$ cat config.mk
export PLATFORM = sky130hd
export DESIGN_NAME = seg7_mux_driver
export DESIGN_NICKNAME = d
export VERILOG_FILES = /design/src/rtl/seg7_mux_driver.sv
export SDC_FILE = /design/constraint.sdc
export NUM_CORES = 1
export LEC_CHECK = 0
export ABC_AREA = 1
export CAP_MARGIN = 20
export CORE_ASPECT_RATIO = 0.8
export CORE_UTILIZATION = 47
export CTS_CLUSTER_DIAMETER = 60
export DETAILED_ROUTE_END_ITERATION = 10
export GPL_TIMING_DRIVEN = 0
export PLACE_DENSITY = 0.8
export SYNTH_ARGS = -nofsm -noshare
export SYNTH_HDL_FRONTEND = slang
export SYNTH_SLANG_ARGS = --single-unit
$ cat constraint.sdc
create_clock -name clk -period 8.1 [get_ports clk]
set_clock_uncertainty 0.15 [all_clocks]
set_input_delay 0.81 -clock clk [delete_from_list [all_inputs] [get_ports clk]]
set_output_delay 0.81 -clock clk [all_outputs]
set_load 0.005 [all_outputs]
$ cat src/rtl/seg7_mux_driver.sv
// Multiplexed 7-segment driver: time-slices SEG_UNITS digits with per-frame brightness/blank.
// Optional hex glyph decoding is enabled by defining SEG7_MUX_HEX_DECODE_EN.
module seg7_mux_driver #(
    parameter int SEG_UNITS       = 8,
    parameter int PRESCALE_BITS   = 16,
    parameter int BRIGHT_BITS     = 4,
    parameter int INVERT_ANODES   = 1,
    parameter int INVERT_SEGMENTS = 1
) (
    input  logic                   clk,
    input  logic                   reset,
    input  logic [SEG_UNITS*8-1:0] word,
    input  logic                   load,
    input  logic [SEG_UNITS-1:0]   blank,
    input  logic [BRIGHT_BITS-1:0] brightness,
    output logic [SEG_UNITS-1:0]   anode,
    output logic [7:0]             segment,
    output logic                   frame_start
);
    localparam int IDX_W = (SEG_UNITS > 1) ? $clog2(SEG_UNITS) : 1;
    localparam logic [IDX_W-1:0] LAST = IDX_W'(SEG_UNITS - 1);
    localparam logic [SEG_UNITS-1:0] AN_OFF = (INVERT_ANODES != 0) ? '1 : '0;
    localparam logic [7:0] SEG_OFF = (INVERT_SEGMENTS != 0) ? 8'hFF : 8'h00;

    logic [PRESCALE_BITS-1:0]     cnt;
    logic [IDX_W-1:0]             idx;
    logic [SEG_UNITS-1:0][7:0]    pending, display;
    logic                         pending_valid, started;
    logic [BRIGHT_BITS-1:0]       frame_bright;
    logic [SEG_UNITS-1:0]         frame_blank;
    logic                         tick, boundary, duty, lit;
    logic [7:0]                   pat, digit_byte;
    logic [SEG_UNITS-1:0]         onehot;

    assign tick     = &cnt;
    assign boundary = tick && (idx == LAST);

`ifdef SEG7_MUX_HEX_DECODE_EN
    function automatic logic [6:0] hex_glyph(input logic [3:0] n);
        case (n)
            4'h0: hex_glyph = 7'b0111111;
            4'h1: hex_glyph = 7'b0000110;
            4'h2: hex_glyph = 7'b1011011;
            4'h3: hex_glyph = 7'b1001111;
            4'h4: hex_glyph = 7'b1100110;
            4'h5: hex_glyph = 7'b1101101;
            4'h6: hex_glyph = 7'b1111101;
            4'h7: hex_glyph = 7'b0000111;
            4'h8: hex_glyph = 7'b1111111;
            4'h9: hex_glyph = 7'b1101111;
            4'hA: hex_glyph = 7'b1110111;
            4'hB: hex_glyph = 7'b1111100;
            4'hC: hex_glyph = 7'b0111001;
            4'hD: hex_glyph = 7'b1011110;
            4'hE: hex_glyph = 7'b1111001;
            default: hex_glyph = 7'b1110001;
        endcase
    endfunction
`endif

    always_ff @(posedge clk or posedge reset) begin
        if (reset) begin
            cnt <= '0;
            idx <= '0;
        end else begin
            cnt <= cnt + 1'b1;
            if (tick) idx <= (idx == LAST) ? '0 : idx + 1'b1;
        end
    end

    // A load landing on the boundary bypasses pending so it is never lost or delayed a frame.
    always_ff @(posedge clk or posedge reset) begin
        if (reset) begin
            pending       <= '0;
            pending_valid <= 1'b0;
            display       <= '0;
            frame_bright  <= '0;
            frame_blank   <= '1;
            started       <= 1'b0;
        end else if (boundary) begin
            if (load)               display <= word;
            else if (pending_valid) display <= pending;
            pending_valid <= 1'b0;
            frame_bright  <= brightness;
            frame_blank   <= blank;
            started       <= 1'b1;
        end else if (load) begin
            pending       <= word;
            pending_valid <= 1'b1;
        end
    end

    always_comb begin
        duty       = (&frame_bright) || (cnt[PRESCALE_BITS-1 -: BRIGHT_BITS] < frame_bright);
        lit        = ~frame_blank[idx] & duty;
        onehot     = lit ? (SEG_UNITS'(1) << idx) : '0;
        digit_byte = display[idx];
`ifdef SEG7_MUX_HEX_DECODE_EN
        pat = {digit_byte[7], hex_glyph(digit_byte[3:0])};
`else
        pat = digit_byte;
`endif
    end

    always_ff @(posedge clk or posedge reset) begin
        if (reset) begin
            anode       <= AN_OFF;
            segment     <= SEG_OFF;
            frame_start <= 1'b0;
        end else begin
            anode       <= onehot ^ AN_OFF;
            segment     <= (lit ? pat : 8'h00) ^ SEG_OFF;
            frame_start <= started && (idx == '0) && (cnt == '0);
        end
    end
endmodule

==> flow_summary.ini <==
[run_status]
status = completed

[cells_and_area]
area_growth_pct = 21.4
fill_cells = 1726
regArea_mm2 = 0.00448
multi_input_area_mm2 = 0.00393
drive_gt1_share_pct = 8.20
fin_nets = 1419
antenna_cells = 0

[clock_network]
post_cts_buffers = 0
cts_tree = built
cts_resized = 0
cts_buffers = 17
ctsHtreeMaxLevel = 4
clockBufferDepth = 2
holdBufCountCts = 0
clk_latency_ns = 0.43
clockRootBuffer = clkbuf_16
cts.sinks = 178
path_clk_slew_ns = 0.07

[grt]
grt_max_degree = 134
grt_pass1_vias = 7681
grt_pass1_wl_mm = 39.2
grt_antenna_before_repair = 0
overflow = 0
grt_usage_pct = 25.4

[floorplan]
initial_utilization_pct = 47.9
core_mm2 = 0.0189
rows = 45
die_x_um = 157
die_h_um = 126
ioPinCount = 96
die_area_mm2 = 0.0198

[synth]
yosys_register_bits = 178
synth.avg_cell_area_um2 = 7.47
syn-cell-area_mm2 = 0.00906
synth_top_cell_by_area = dfrtp_1
yosysWarnings = 0
synth_top_area_share_pct = 42.5
yosysSeqAreaShare_pct = 49.5
synth_area_leaders = dfrtp_1 43%, nand2_1 26%, dfstp_2 7.0%
ys_types = 28
syn_nets = 1304
netlist_instances = 1214

[sta]
max_freq_mhz = 402
slew_viol_final = 0
tns_ns = 0
setup_slack_ns = 5.61
hold_viol_final = 0
worst_slew_pin_slew_ns = 0.700
min_period_over_period_pct = 30.7
hold_ws_ns = 0.317
setup_viol = 0
slew_headroom_pct = 53.4
rsz0062_at_grt = false
min_period_ns = 2.49

[power_and_ir_drop]
power_frac_comb_pct = 7.8
pwr-share-clk_pct = 45.1
irDropWorstVdd_mv = 0.142
intPower_uw = 1520
p_seq_share_pct = 47.1
switching_share_pct = 23.3
p_per_area_mw_per_mm2 = 180
p_switching_uw = 461
total_power_uw = 1980
power.leakage_uw = 0.00572

[critical_path]
critPathMaxFanout = 10
worstSetupStartpointType = flip-flop
cp.arrival_ns = 2.71
crit_required_ns = 8.32
end_kind = flip-flop
critical_path_class = reg2reg

[route]
drt_iter0_markers = 818
vias_per_cell = 5.12
num_vias = 8187
route.detailed.drc = 0
wire_per_inst_um = 14.9
ant_nets = 0
drtPass1Iterations = 7
routed_wl_mm = 23.8

[placement]
hpwl_mm = 16.7
place_ws_ns = 5.17
globalplace.congestion = 0.920
port_buffers = 95

[job]
maxCapViolations = 0

[min_path]
min_path_type = reg2reg
## synthesized netlist by cell type
cell type and instances:
ha_1 11, buf_2 18, clkbuf_1 32, xnor2_1 4, nand2_1 623, nand3_4 2
dfstp_2 24, xor2_1 9, dfrtp_1 154, nor3_1 3, inv_1 60, inv_2 2
nand2_2 2, or2_2 8, buf_6 9, a21oi_1 3, nand3_1 94, buf_1 12
nor2_2 1, o21ai_0 11, nand3b_1 5, nor2_1 47, clkbuf_2 1, nor4_1 3
buf_4 8, nor2_8 1, nand2_4 1, nand4_1 66
## per-layer routing
metal / wire length (µm) / vias up / global-route usage [%] / part of all wire, %
li1: - / 4032 / - / -
met5: 0 / - / 0 / 0
met1: 11200 / 3860 / 37.2 / 47
met2: 10600 / 270 / 37.9 / 44
met4: 357 / 0 / 7.31 / 1.5
met3: 1630 / 25 / 5.30 / 6.8
## area by class of cell
| type | count | share of cell area, % |
|---|---|---|
| Buffer | 80 | 3.83 |
| Clock buffer | 20 | 4.15 |
| Clock inverter | 12 | 1.63 |
| Inverter | 62 | 2.18 |
| Multi-Input combinational cell | 894 | 35.7 |
| Sequential cell | 178 | 40.7 |
| Tap cell | 258 | 2.93 |
| Timing Repair Buffer | 96 | 8.89 |
## critical path, stage by stage (launching register included)
cell      delay, ns
dfrtp_1        0.39
ha_1           0.21
ha_1           0.16
buf_2          0.22
clkbuf_1       0.53
clkbuf_1       0.49
nand4_1        0.18
nand2_1        0.10
## metrics by stage
step / cell area (µm²) / instances / util (%)
after floorplan: 9060 / 1214 / -
after global placement: 10300 / 1567 / 54.6
after detailed placement: 10400 / 1568 / 54.8
after CTS: 11000 / 1600 / 58.2
after global routing: 11000 / 1600 / 58.2
final: 11000 / 1600 / 58.2
## cells by family (layout without fill, tap and decap cells)
family,count (synthesis),after routing,share of synthesized area (%)
and+or+nand+nor,856,856,39.8
buffers and inverters,142,270,7.22
xor gates and xnor gates,13,13,1.26
adders and majority gates,11,11,1.52
AOI/OAI and AO/OA,14,14,0.773
DFF,178,178,49.5
## worst paths after layout
check	startpoint	to	slack [ns]	cells after the start
worst max-delay path	idx[0]$_DFFE_PP0P_	display[34]$_DFFE_PP0P_	5.61	7
worst min-delay path	started$_DFFE_PP0P_	started$_DFFE_PP0P_	0.32	2
worst max register to register	idx[0]$_DFFE_PP0P_	display[34]$_DFFE_PP0P_	5.61	7
worst min register to register	started$_DFFE_PP0P_	started$_DFFE_PP0P_	0.32	2
max in group asynchronous	reset	display[47]$_DFFE_PP0P_	6.19	3
min in group asynchronous	reset	pending[30]$_DFFE_PP0P_	0.61	2
## power by group through the flow
stage | sequential, µW | clock [µW] | combinational [µW]
after floorplan | 945 | 0 | 82.5
after global placement | 947 | 0 | 150
after detailed placement | 948 | 0 | 155
after CTS | 932 | 900 | 155
after global routing | 936 | 934 | 174
final | 933 | 893 | 154
## flip-flops by register name, summed over array words and instances, names as in the netlist
| signal | flops |
|---|---|
| idx | 3 |
| frame_bright | 4 |
| frame_blank | 8 |
| pending_valid | 1 |
| anode | 8 |
| frame_start | 1 |
| display | 64 |
| pending | 64 |
| segment | 8 |
| started | 1 |
| cnt | 16 |
## cell usage in the layout, fill, tap and decap left out, types with 8 or more instances in the layout
cell and n:
or2_2 8, dfstp_2 24, inv_1 59, ha_1 11, buf_6 9, xor2_1 9, o21ai_0 11, nand4_1 66
nor2_1 47, dfrtp_1 154, clkdlybuf4s50_1 95, clkbuf_16 17, buf_2 18, buf_4 8, buf_1 12, nand2_1 623
clkbuf_1 33, nand3_1 94
Note: power is estimated with default switching activity, not from simulation.
